<file path="src/rtl/lat_tester_ctrl.sv">
// ============================================================================
// lat_tester_ctrl
//
// Sequencer for the latency-test pattern of the 720x480 test-pattern
// generator. A start request waits for a frame boundary (falling VSYNC),
// enables the pattern on the generator, and counts clk27 cycles until the
// photodiode comparator reports light. The pattern is then released and the
// block waits for the sensor to stay dark before reporting the result.
// This block is the only driver of the generator's lt_active/lt_mode inputs.
//
// Optional build macro:
//   LT_AVG_EN  - each start runs four measurements back-to-back and reports
//                their average (sum >> 2). A timeout in any measurement ends
//                the sequence with an all-ones result and the timeout flag.
//                Without the macro, one measurement is made per start.
//
// Parameters:
//   LAT_W        latency counter / result width
//   TIMEOUT_CYC  cycles allowed in WAIT_FRAME or MEASURE (must be < 2**LAT_W)
//   SETTLE_CYC   consecutive dark cycles required before reporting
//
// Ports:
//   clk27      in   27 MHz pixel clock
//   reset      in   asynchronous active-high reset
//   start      in   request pulse, honoured only while idle
//   mode_sel   in   [1:0] pattern position code, 2'b00 is invalid
//   vsync_in   in   generator VSYNC (negative polarity, clk27 domain)
//   sensor_in  in   photodiode comparator, asynchronous, 1 = light
//   lt_active  out  pattern enable to the generator
//   lt_mode    out  [1:0] pattern position to the generator
//   busy       out  high whenever a sequence is in progress
//   done       out  one-cycle completion pulse
//   timeout    out  sticky error flag, cleared by an accepted start
//   latency    out  [LAT_W-1:0] last result in clk27 cycles, all-ones on timeout
// ============================================================================
module lat_tester_ctrl #(
    parameter int LAT_W       = 22,
    parameter int TIMEOUT_CYC = 2700000,
    parameter int SETTLE_CYC  = 27000
) (
    input  logic             clk27,
    input  logic             reset,
    input  logic             start,
    input  logic [1:0]       mode_sel,
    input  logic             vsync_in,
    input  logic             sensor_in,
    output logic             lt_active,
    output logic [1:0]       lt_mode,
    output logic             busy,
    output logic             done,
    output logic             timeout,
    output logic [LAT_W-1:0] latency
);

    // ------------------------------------------------------------------
    // State encoding
    // ------------------------------------------------------------------
    localparam logic [2:0] S_IDLE    = 3'd0;
    localparam logic [2:0] S_WAIT    = 3'd1;
    localparam logic [2:0] S_MEASURE = 3'd2;
    localparam logic [2:0] S_FAIL    = 3'd3;
    localparam logic [2:0] S_RELEASE = 3'd4;
    localparam logic [2:0] S_DONE    = 3'd5;

    localparam int DARK_W = (SETTLE_CYC > 1) ? $clog2(SETTLE_CYC) : 1;

    localparam logic [LAT_W-1:0]  CNT_LAST  = LAT_W'(TIMEOUT_CYC - 1);
    localparam logic [DARK_W-1:0] DARK_LAST = DARK_W'(SETTLE_CYC - 1);
    localparam logic [LAT_W-1:0]  CNT_ONE   = LAT_W'(1);
    localparam logic [DARK_W-1:0] DARK_ONE  = DARK_W'(1);

    // ------------------------------------------------------------------
    // Registers
    // ------------------------------------------------------------------
    logic [2:0]        state_q,   state_d;
    logic [LAT_W-1:0]  cnt_q,     cnt_d;
    logic [DARK_W-1:0] dark_q,    dark_d;
    logic              active_q,  active_d;
    logic [1:0]        mode_q,    mode_d;
    logic              timeout_q, timeout_d;
    logic [LAT_W-1:0]  lat_q,     lat_d;
`ifdef LT_AVG_EN
    logic [LAT_W+1:0]  acc_q,     acc_d;
    logic [1:0]        nmeas_q,   nmeas_d;
`endif

    // Input conditioning: sensor_in is asynchronous and goes through two
    // flops; vsync_in is already in this clock domain but is registered
    // twice so that the edge detector works on flopped values only.
    logic sens_meta_q;
    logic sens_s_q;
    logic vs_q;
    logic vs_prev_q;
    logic vs_fall;

    always_ff @(posedge clk27 or posedge reset) begin
        if (reset) begin
            sens_meta_q <= 1'b0;
            sens_s_q    <= 1'b0;
            // VSYNC idles high; resetting to 1 avoids a false edge after reset.
            vs_q        <= 1'b1;
            vs_prev_q   <= 1'b1;
        end else begin
            sens_meta_q <= sensor_in;
            sens_s_q    <= sens_meta_q;
            vs_q        <= vsync_in;
            vs_prev_q   <= vs_q;
        end
    end

    assign vs_fall = vs_prev_q & ~vs_q;

    // ------------------------------------------------------------------
    // Next-state logic
    // ------------------------------------------------------------------
    always_comb begin
        state_d   = state_q;
        cnt_d     = cnt_q;
        dark_d    = dark_q;
        active_d  = active_q;
        mode_d    = mode_q;
        timeout_d = timeout_q;
        lat_d     = lat_q;
`ifdef LT_AVG_EN
        acc_d     = acc_q;
        nmeas_d   = nmeas_q;
`endif

        case (state_q)
            S_IDLE: begin
                if (start && (mode_sel != 2'b00)) begin
                    mode_d    = mode_sel;
                    timeout_d = 1'b0;
                    cnt_d     = '0;
                    state_d   = S_WAIT;
`ifdef LT_AVG_EN
                    acc_d     = '0;
                    nmeas_d   = 2'd0;
`endif
                end
            end

            S_WAIT: begin
                // A frame edge seen while the sensor is still lit is skipped,
                // otherwise the pattern would start on a stale light reading.
                if (vs_fall && !sens_s_q) begin
                    cnt_d    = '0;
                    active_d = 1'b1;
                    state_d  = S_MEASURE;
                end else if (cnt_q == CNT_LAST) begin
                    state_d = S_FAIL;
                end else begin
                    cnt_d = cnt_q + CNT_ONE;
                end
            end

            S_MEASURE: begin
                // A hit wins over a timeout landing in the same cycle.
                if (sens_s_q) begin
                    active_d = 1'b0;
                    dark_d   = '0;
                    state_d  = S_RELEASE;
`ifdef LT_AVG_EN
                    acc_d    = acc_q + {2'b00, cnt_q};
`else
                    lat_d    = cnt_q;
`endif
                end else if (cnt_q == CNT_LAST) begin
                    state_d = S_FAIL;
                end else begin
                    cnt_d = cnt_q + CNT_ONE;
                end
            end

            S_FAIL: begin
                lat_d     = '1;
                timeout_d = 1'b1;
                active_d  = 1'b0;
                dark_d    = '0;
                state_d   = S_RELEASE;
            end

            S_RELEASE: begin
                // Any light reading restarts the dark-settle window.
                if (sens_s_q) begin
                    dark_d = '0;
                end else if (dark_q == DARK_LAST) begin
`ifdef LT_AVG_EN
                    if (timeout_q || (nmeas_q == 2'd3)) begin
                        // Average is written on the way into DONE so it is
                        // already stable while done is high.
                        if (!timeout_q) begin
                            lat_d = acc_q[LAT_W+1:2];
                        end
                        state_d = S_DONE;
                    end else begin
                        nmeas_d = nmeas_q + 2'd1;
                        cnt_d   = '0;
                        state_d = S_WAIT;
                    end
`else
                    state_d = S_DONE;
`endif
                end else begin
                    dark_d = dark_q + DARK_ONE;
                end
            end

            S_DONE: begin
                state_d = S_IDLE;
            end

            default: begin
                state_d = S_IDLE;
            end
        endcase
    end

    // ------------------------------------------------------------------
    // State registers
    // ------------------------------------------------------------------
    always_ff @(posedge clk27 or posedge reset) begin
        if (reset) begin
            state_q   <= S_IDLE;
            cnt_q     <= '0;
            dark_q    <= '0;
            active_q  <= 1'b0;
            mode_q    <= 2'b00;
            timeout_q <= 1'b0;
            lat_q     <= '0;
`ifdef LT_AVG_EN
            acc_q     <= '0;
            nmeas_q   <= 2'd0;
`endif
        end else begin
            state_q   <= state_d;
            cnt_q     <= cnt_d;
            dark_q    <= dark_d;
            active_q  <= active_d;
            mode_q    <= mode_d;
            timeout_q <= timeout_d;
            lat_q     <= lat_d;
`ifdef LT_AVG_EN
            acc_q     <= acc_d;
            nmeas_q   <= nmeas_d;
`endif
        end
    end

    // ------------------------------------------------------------------
    // Outputs (all derived from flopped state)
    // ------------------------------------------------------------------
    assign lt_active = active_q;
    assign lt_mode   = mode_q;
    assign busy      = (state_q != S_IDLE);
    assign done      = (state_q == S_DONE);
    assign timeout   = timeout_q;
    assign latency   = lat_q;

endmodule

</file>
<file path="config.mk">
export PLATFORM = sky130hd
export DESIGN_NAME = lat_tester_ctrl
export DESIGN_NICKNAME = d
export VERILOG_FILES = /design/src/rtl/lat_tester_ctrl.sv
export SDC_FILE = /design/constraint.sdc
export NUM_CORES = 1
export LEC_CHECK = 0
export CORE_UTILIZATION = 30
export DETAILED_ROUTE_END_ITERATION = 12
export PLACE_DENSITY_LB_ADDON = 0.2
export REMOVE_ABC_BUFFERS = 1
export SYNTH_ARGS = -nofsm -noshare
export SYNTH_HDL_FRONTEND = slang
export SYNTH_SLANG_ARGS = --single-unit
</file>
<file path="constraint.sdc">
create_clock -name clk27 -period 3.45 [get_ports clk27]
set_input_delay 1.035 -clock clk27 [delete_from_list [all_inputs] [get_ports clk27]]
set_output_delay 1.035 -clock clk27 [all_outputs]
set_load 0.01 [all_outputs]
</file>
==> flow_metrics.env, run 1 <==
export IMPL_status="finished clean"
export IMPL_synth_distinct_cells=45
export IMPL_yosysWarnings=0
export IMPL_regArea_um2=1754
export IMPL_die_x_um=109.3
export IMPL_clockRootBuffer="clkbuf_16"
export IMPL_relSlewSlack=0.4978
export IMPL_critPathKind="flip-flop to output pin"
export IMPL_final_hold_violation_count=0
export IMPL_fmax_mhz=350.0
export IMPL_fin_nets=424
export IMPL_drc=0
export IMPL_drv_slew=0
export IMPL_power_density_nw_per_um2=732.4
export IMPL_grt_max_degree=46
export IMPL_globalplace_congestion=0.8389
export IMPL_vias_per_cell=5.139
export IMPL_place_ws_ns=0.4150
export IMPL_min_period_ns=2.857
export IMPL_hold_class="flip-flop to flip-flop"
export IMPL_cts_resized=0
export IMPL_crit_path_top_delay_cell="dfrtp_1"
export IMPL_die_height_um=109.3
export IMPL_wl_per_cell_um=14.38
export IMPL_fillers=1149
export IMPL_dr_pass1_iters=4
export IMPL_grt_pass1_vias=2777
export IMPL_synthCells=384
export IMPL_final_common_cell="dfrtp_1"
export IMPL_clk_pin_slew_ns=0.06
export IMPL_setup_tns_ns=0
export IMPL_crit_family="flip-flops"
export IMPL_synth_edf_count=0
export IMPL_layout_common_cells="dfrtp_1 (68), nor2_1 (54), nand2_1 (52)"
export IMPL_multiInputGateArea_um2=1598
export IMPL_cts_path_max_buffers=2
export IMPL_end_kind="output pin"
export IMPL_cts_setup_buffers=0
export IMPL_fin_util=0.3849
export IMPL_gr_usage_all_layers=0.1504
export IMPL_worstPathMaxFanout=12
export IMPL_ys_seq_area_frac=0.5082
export IMPL_antenna_left=0
export IMPL_max_cap_violations=0
export IMPL_cts_max_level=3
export IMPL_port_buffers=34
export IMPL_setup_ws_ns=0.5930
export IMPL_required_ns=2.41
export IMPL_crit_buf_inv=1
export IMPL_synthFlopType="dfrtp_1"
export IMPL_p_leak_nw=1.755
export IMPL_grt_first_pass_wirelength_um=13860
export IMPL_area_growth_pct=22.98
export IMPL_drt_iter0_drc=208
export IMPL_arrival_ns=1.82
export IMPL_syn_avg_cell_area_um2=8.990
export IMPL_setup_viol=0
export IMPL_instances_no_fill=560
export IMPL_insertion_delay_ns=0.34
export IMPL_dieArea_um2=11940
export IMPL_tightest_slew_ns=0.7464
export IMPL_rows=38
export IMPL_ios=35
export IMPL_vias=2878
export IMPL_peakVddDrop_uv=270.3
export IMPL_rsz0062_at_grt="false"
export IMPL_dp_cells=544
export IMPL_antenna_found_initial=0
export IMPL_cts_buffers=9
export IMPL_core_um2=11030
export IMPL_cts_hold_buf=0
export IMPL_total_power_mw=3.109
export IMPL_synth_seq_cells=70
export IMPL_cp_cell_sequence="nor2b_1 > and2_1 > clkdlybuf4s50_1"
export IMPL_crit_path_start_kind="flip-flop"
export IMPL_clock_sinks=70
export IMPL_wl_um=8055
export IMPL_cts_tree="yes"
export IMPL_antenna_cells=0
export IMPL_final_layout_size_suffix_gt1_frac=0.07857
export IMPL_dp_hpwl_um=5661
export IMPL_async_flop_share=1.000
export IMPL_max_stage_delay_ns=0.56
export IMPL_synth_area_um2=3452
export IMPL_initial_core_util=0.3130
export IMPL_period_share=0.8281
export IMPL_clock_skew_ns=0.01070
export IMPL_gr_total_overflow=0
## routing by layer
layer / global-route usage / wire (um) / vias to the layer above
met3: 0.04065 / 340 / 13
li1: - / - / 1436
met2: 0.2260 / 3684 / 55
met1: 0.2089 / 3893 / 1374
met5: 0 / 0 / -
met4: 0.04857 / 136 / 0
## sequential cells by signal, indices dropped and copies added (netlist names)
signal and cells:
sens_s_q 1, vs_q 1, sens_meta_q 1, lt_mode 2, dark_q 15, lt_active 1, cnt_q 22, timeout 1
state_q 3, vs_prev_q 1, latency 22
## path summary, 6_finish.rpt
path / startpoint / to / slack (ns) / depth (start not counted)
max: state_q[2]$_DFFE_PP0P_ / done / 0.59 / 3
min: sens_meta_q$_DFF_PP0_ / sens_s_q$_DFF_PP0_ / 0.35 / 0
min in group asynchronous: reset / latency[1]$_DFFE_PP0P_ / 1.09 / 2
max reg2reg: cnt_q[0]$_DFFE_PP0P_ / cnt_q[5]$_DFFE_PP0P_ / 0.96 / 6
min reg2reg: sens_meta_q$_DFF_PP0_ / sens_s_q$_DFF_PP0_ / 0.35 / 0
max in group asynchronous: reset / dark_q[11]$_DFFE_PP0P_ / 1.70 / 3
## through the flow
step                hold slack (ns)  cell area (um2)
global route                 0.3653             4245
floorplan                    0.3312             3371
finish                       0.3471             4245
global placement             0.3343             3936
CTS                          0.3488             4245
detailed placement           0.3403             3936
## area by class of cell
cell class                 count  share of cell area
tap                          140             0.04126
multi-input combinational    290              0.3764
clock inverter                 5             0.01326
inverter                       5            0.004421
sequential                    70              0.4132
timing repair buffer          39             0.09195
clock buffer                  11             0.05953
## power by group
| part | internal (mW) | switching (mW) | leakage (nW) |
|---|---|---|---|
| clock network | 0.598 | 0.348 | 0.152 |
| registers | 1.01 | 0.153 | 0.910 |
| logic | 0.493 | 0.505 | 0.692 |
## cell usage after synthesis (2+ instances only)
library cell | n | share of area
dfrtp_1 | 68 | 0.49
nor2_1 | 54 | 0.059
nand2_1 | 52 | 0.057
o21ai_0 | 26 | 0.038
nand3_1 | 24 | 0.035
a21oi_1 | 22 | 0.032
clkbuf_1 | 16 | 0.017
nand4_1 | 14 | 0.025
o211ai_1 | 9 | 0.020
xor2_1 | 9 | 0.023
a31oi_1 | 7 | 0.013
and2_1 | 6 | 0.011
and3_1 | 6 | 0.011
inv_1 | 5 | 0.0054
nor4_1 | 5 | 0.0091
nor4b_1 | 5 | 0.013
o21ai_1 | 5 | 0.0072
or3_1 | 5 | 0.0091
or4_1 | 5 | 0.011
o31ai_1 | 4 | 0.0087
nor2b_1 | 3 | 0.0054
or2_2 | 3 | 0.0054
xnor2_1 | 3 | 0.0076
buf_2 | 2 | 0.0029
dfstp_2 | 2 | 0.015
ha_1 | 2 | 0.0072
mux2_2 | 2 | 0.0065
nand4b_1 | 2 | 0.0051
nor3_1 | 2 | 0.0029
## cells by family after synthesis
logic type,count (synthesis),synth area share
AO/OA/AOI/OAI,78,0.1348
XOR/XNOR,12,0.03045
adder cells (fa/ha/maj),2,0.007248
buffers and inverters,24,0.02900
flip-flops,70,0.5082
multiplexers,3,0.009423
AND/OR/NAND/NOR,195,0.2809
## worst reg2reg max path, cell delays in order, from the launching register on
cell	delay (ns)
dfrtp_1	0.41
ha_1	0.28
nand4_1	0.23
or3_1	0.54
o21ai_1	0.64
or4_1	0.21
a21oi_1	0.06
Note: power is estimated with default switching activity, not from simulation.
==> run 2: changes to the inputs <==
Clock period 3.45 ns to 2.9 ns, I/O delays scaled along.
==> run 2 against run 1 <==
Cell area down 0.24%. Via count up 1.5%. Core utilization down 0.091 points. Worst hold slack about the same. Die area unchanged. Global-route usage up 0.11 points. First-iteration DRC count down 18%. Clock skew down 0.0025 ns. Sequential power up 17%. Clock-buffer cell count up 3.
==> flow_metrics.env, run 2 (synthesized netlist as in run 1, its figures left out) <==
export IMPL_crit_family="buffers and inverters"
export IMPL_tightest_slew_ns=0.7426
export IMPL_gr_total_overflow=0
export IMPL_fin_util=0.3840
export IMPL_grt_first_pass_wirelength_um=13920
export IMPL_area_growth_pct=22.69
export IMPL_drt_iter0_drc=170
export IMPL_cts_max_level=3
export IMPL_clk_pin_slew_ns=0.05
export IMPL_period_share=0.8993
export IMPL_dieArea_um2=11940
export IMPL_reg2regPathDepth=7
export IMPL_grt_pass1_vias=2768
export IMPL_status="finished clean"
export IMPL_holdPathEnd="sens_s_q$_DFF_PP0_"
export IMPL_setup_viol=0
export IMPL_port_buffers=34
export IMPL_final_hold_violation_count=0
export IMPL_clock_sinks=70
export IMPL_hold_class="flip-flop to flip-flop"
export IMPL_dp_cells=550
export IMPL_antenna_left=0
export IMPL_r2r_slack_ns=0.37
export IMPL_layout_common_cells="dfrtp_1 (68), nor2_1 (54), nand2_1 (52)"
export IMPL_drc=0
export IMPL_clock_skew_ns=0.008183
export IMPL_cts_resized=0
export IMPL_min_from="sens_meta_q$_DFF_PP0_"
export IMPL_max_stage_delay_ns=0.53
export IMPL_drv_slew=0
export IMPL_cp_cell_sequence="nor2b_1 > and2_1 > clkdlybuf4s50_1"
export IMPL_fmax_mhz=383.5
export IMPL_final_common_cell="dfrtp_1"
export IMPL_globalplace_congestion=0.8321
export IMPL_antenna_cells=0
export IMPL_crit_path_start_kind="flip-flop"
export IMPL_wl_um=8181
export IMPL_final_layout_size_suffix_gt1_frac=0.07981
export IMPL_wl_per_cell_um=14.45
export IMPL_gr_usage_all_layers=0.1515
export IMPL_core_um2=11030
export IMPL_cts_hold_buf=0
export IMPL_setup_tns_ns=0
export IMPL_required_ns=2.03
export IMPL_total_power_mw=3.587
export IMPL_grt_max_degree=71
export IMPL_max_cap_violations=0
export IMPL_placed_area_um2=3981
export IMPL_r2r_end="cnt_q[0]$_DFFE_PP0P_"
export IMPL_cts_path_max_buffers=2
export IMPL_initial_core_util=0.3130
export IMPL_relSlewSlack=0.5003
export IMPL_ios=35
export IMPL_p_leak_nw=1.757
export IMPL_insertion_delay_ns=0.34
export IMPL_worstPathMaxFanout=12
export IMPL_fin_nets=430
export IMPL_regToRegStartpoint="cnt_q[0]$_DFFE_PP0P_"
export IMPL_end_kind="output pin"
export IMPL_crit_buf_inv=1
export IMPL_die_x_um=109.3
export IMPL_cts_buffers=9
export IMPL_critPathKind="flip-flop to output pin"
export IMPL_peakVddDrop_uv=436.4
export IMPL_cts_setup_buffers=0
export IMPL_place_ws_ns=0.09094
export IMPL_dp_hpwl_um=5619
export IMPL_final_area_um2=4235
export IMPL_min_period_ns=2.608
export IMPL_rows=38
export IMPL_cts_tree="yes"
export IMPL_setup_ws_ns=0.2921
export IMPL_dr_pass1_iters=4
export IMPL_crit_path_top_delay_cell="clkdlybuf4s50_1"
export IMPL_power_density_nw_per_um2=846.9
export IMPL_die_height_um=109.3
export IMPL_instances_no_fill=566
export IMPL_vias_per_cell=5.159
export IMPL_holdPathStages=0
export IMPL_rsz0062_at_grt="false"
export IMPL_timing_hold_ws_ns=0.3474
export IMPL_clockRootBuffer="clkbuf_16"
export IMPL_vias=2920
export IMPL_arrival_ns=1.74
export IMPL_antenna_found_initial=0
run 2: final cells by class:
cell class	count	area, um2
Clock inverter	2	10.01
Fill cell	1139	6795
Sequential cell	70	1754
Multi-Input combinational cell	290	1598
Clock buffer	14	244.0
Inverter	5	18.77
Timing Repair Buffer	45	435.4
Tap cell	140	175.2
run 2: layer usage:
| metal | vias up | track usage | share of wire |
|---|---|---|---|
| met5 | - | 0 | 0 |
| met4 | 0 | 0.04571 | 0.013 |
| met3 | 9 | 0.05081 | 0.043 |
| met2 | 48 | 0.2278 | 0.46 |
| met1 | 1414 | 0.2056 | 0.49 |
| li1 | 1449 | - | - |
run 2: how the worst max path moves through the flow:
stage / startpoint / end / slack (ns) / cells past startpoint
3_3_place_gp: mode_sel[1] / cnt_q[5]$_DFFE_PP0P_ / 0.15 / 6
5_1_grt: cnt_q[0]$_DFFE_PP0P_ / cnt_q[0]$_DFFE_PP0P_ / 0.12 / 7
3_5_place_dp: mode_sel[1] / cnt_q[8]$_DFFE_PP0P_ / 0.09 / 6
2_1_floorplan: reset / cnt_q[0]$_DFFE_PP0P_ / 0.27 / 1
4_1_cts: state_q[1]$_DFFE_PP0P_ / done / 0.26 / 3
6_report: state_q[1]$_DFFE_PP0P_ / done / 0.29 / 3
run 2: power breakdown:
| part | switching (mW) | internal [mW] |
|---|---|---|
| Sequential | 0.158 | 1.20 |
| Combinational | 0.641 | 0.623 |
| Clock | 0.383 | 0.577 |
run 2: worst register-to-register path: stages, from the launching register on:
cell and delay, ns:
dfrtp_1 0.40, ha_1 0.28, nand4_1 0.26, or3_1 0.54, o21ai_1 0.50, buf_4 0.23
xor2_1 0.14, nor2_1 0.05
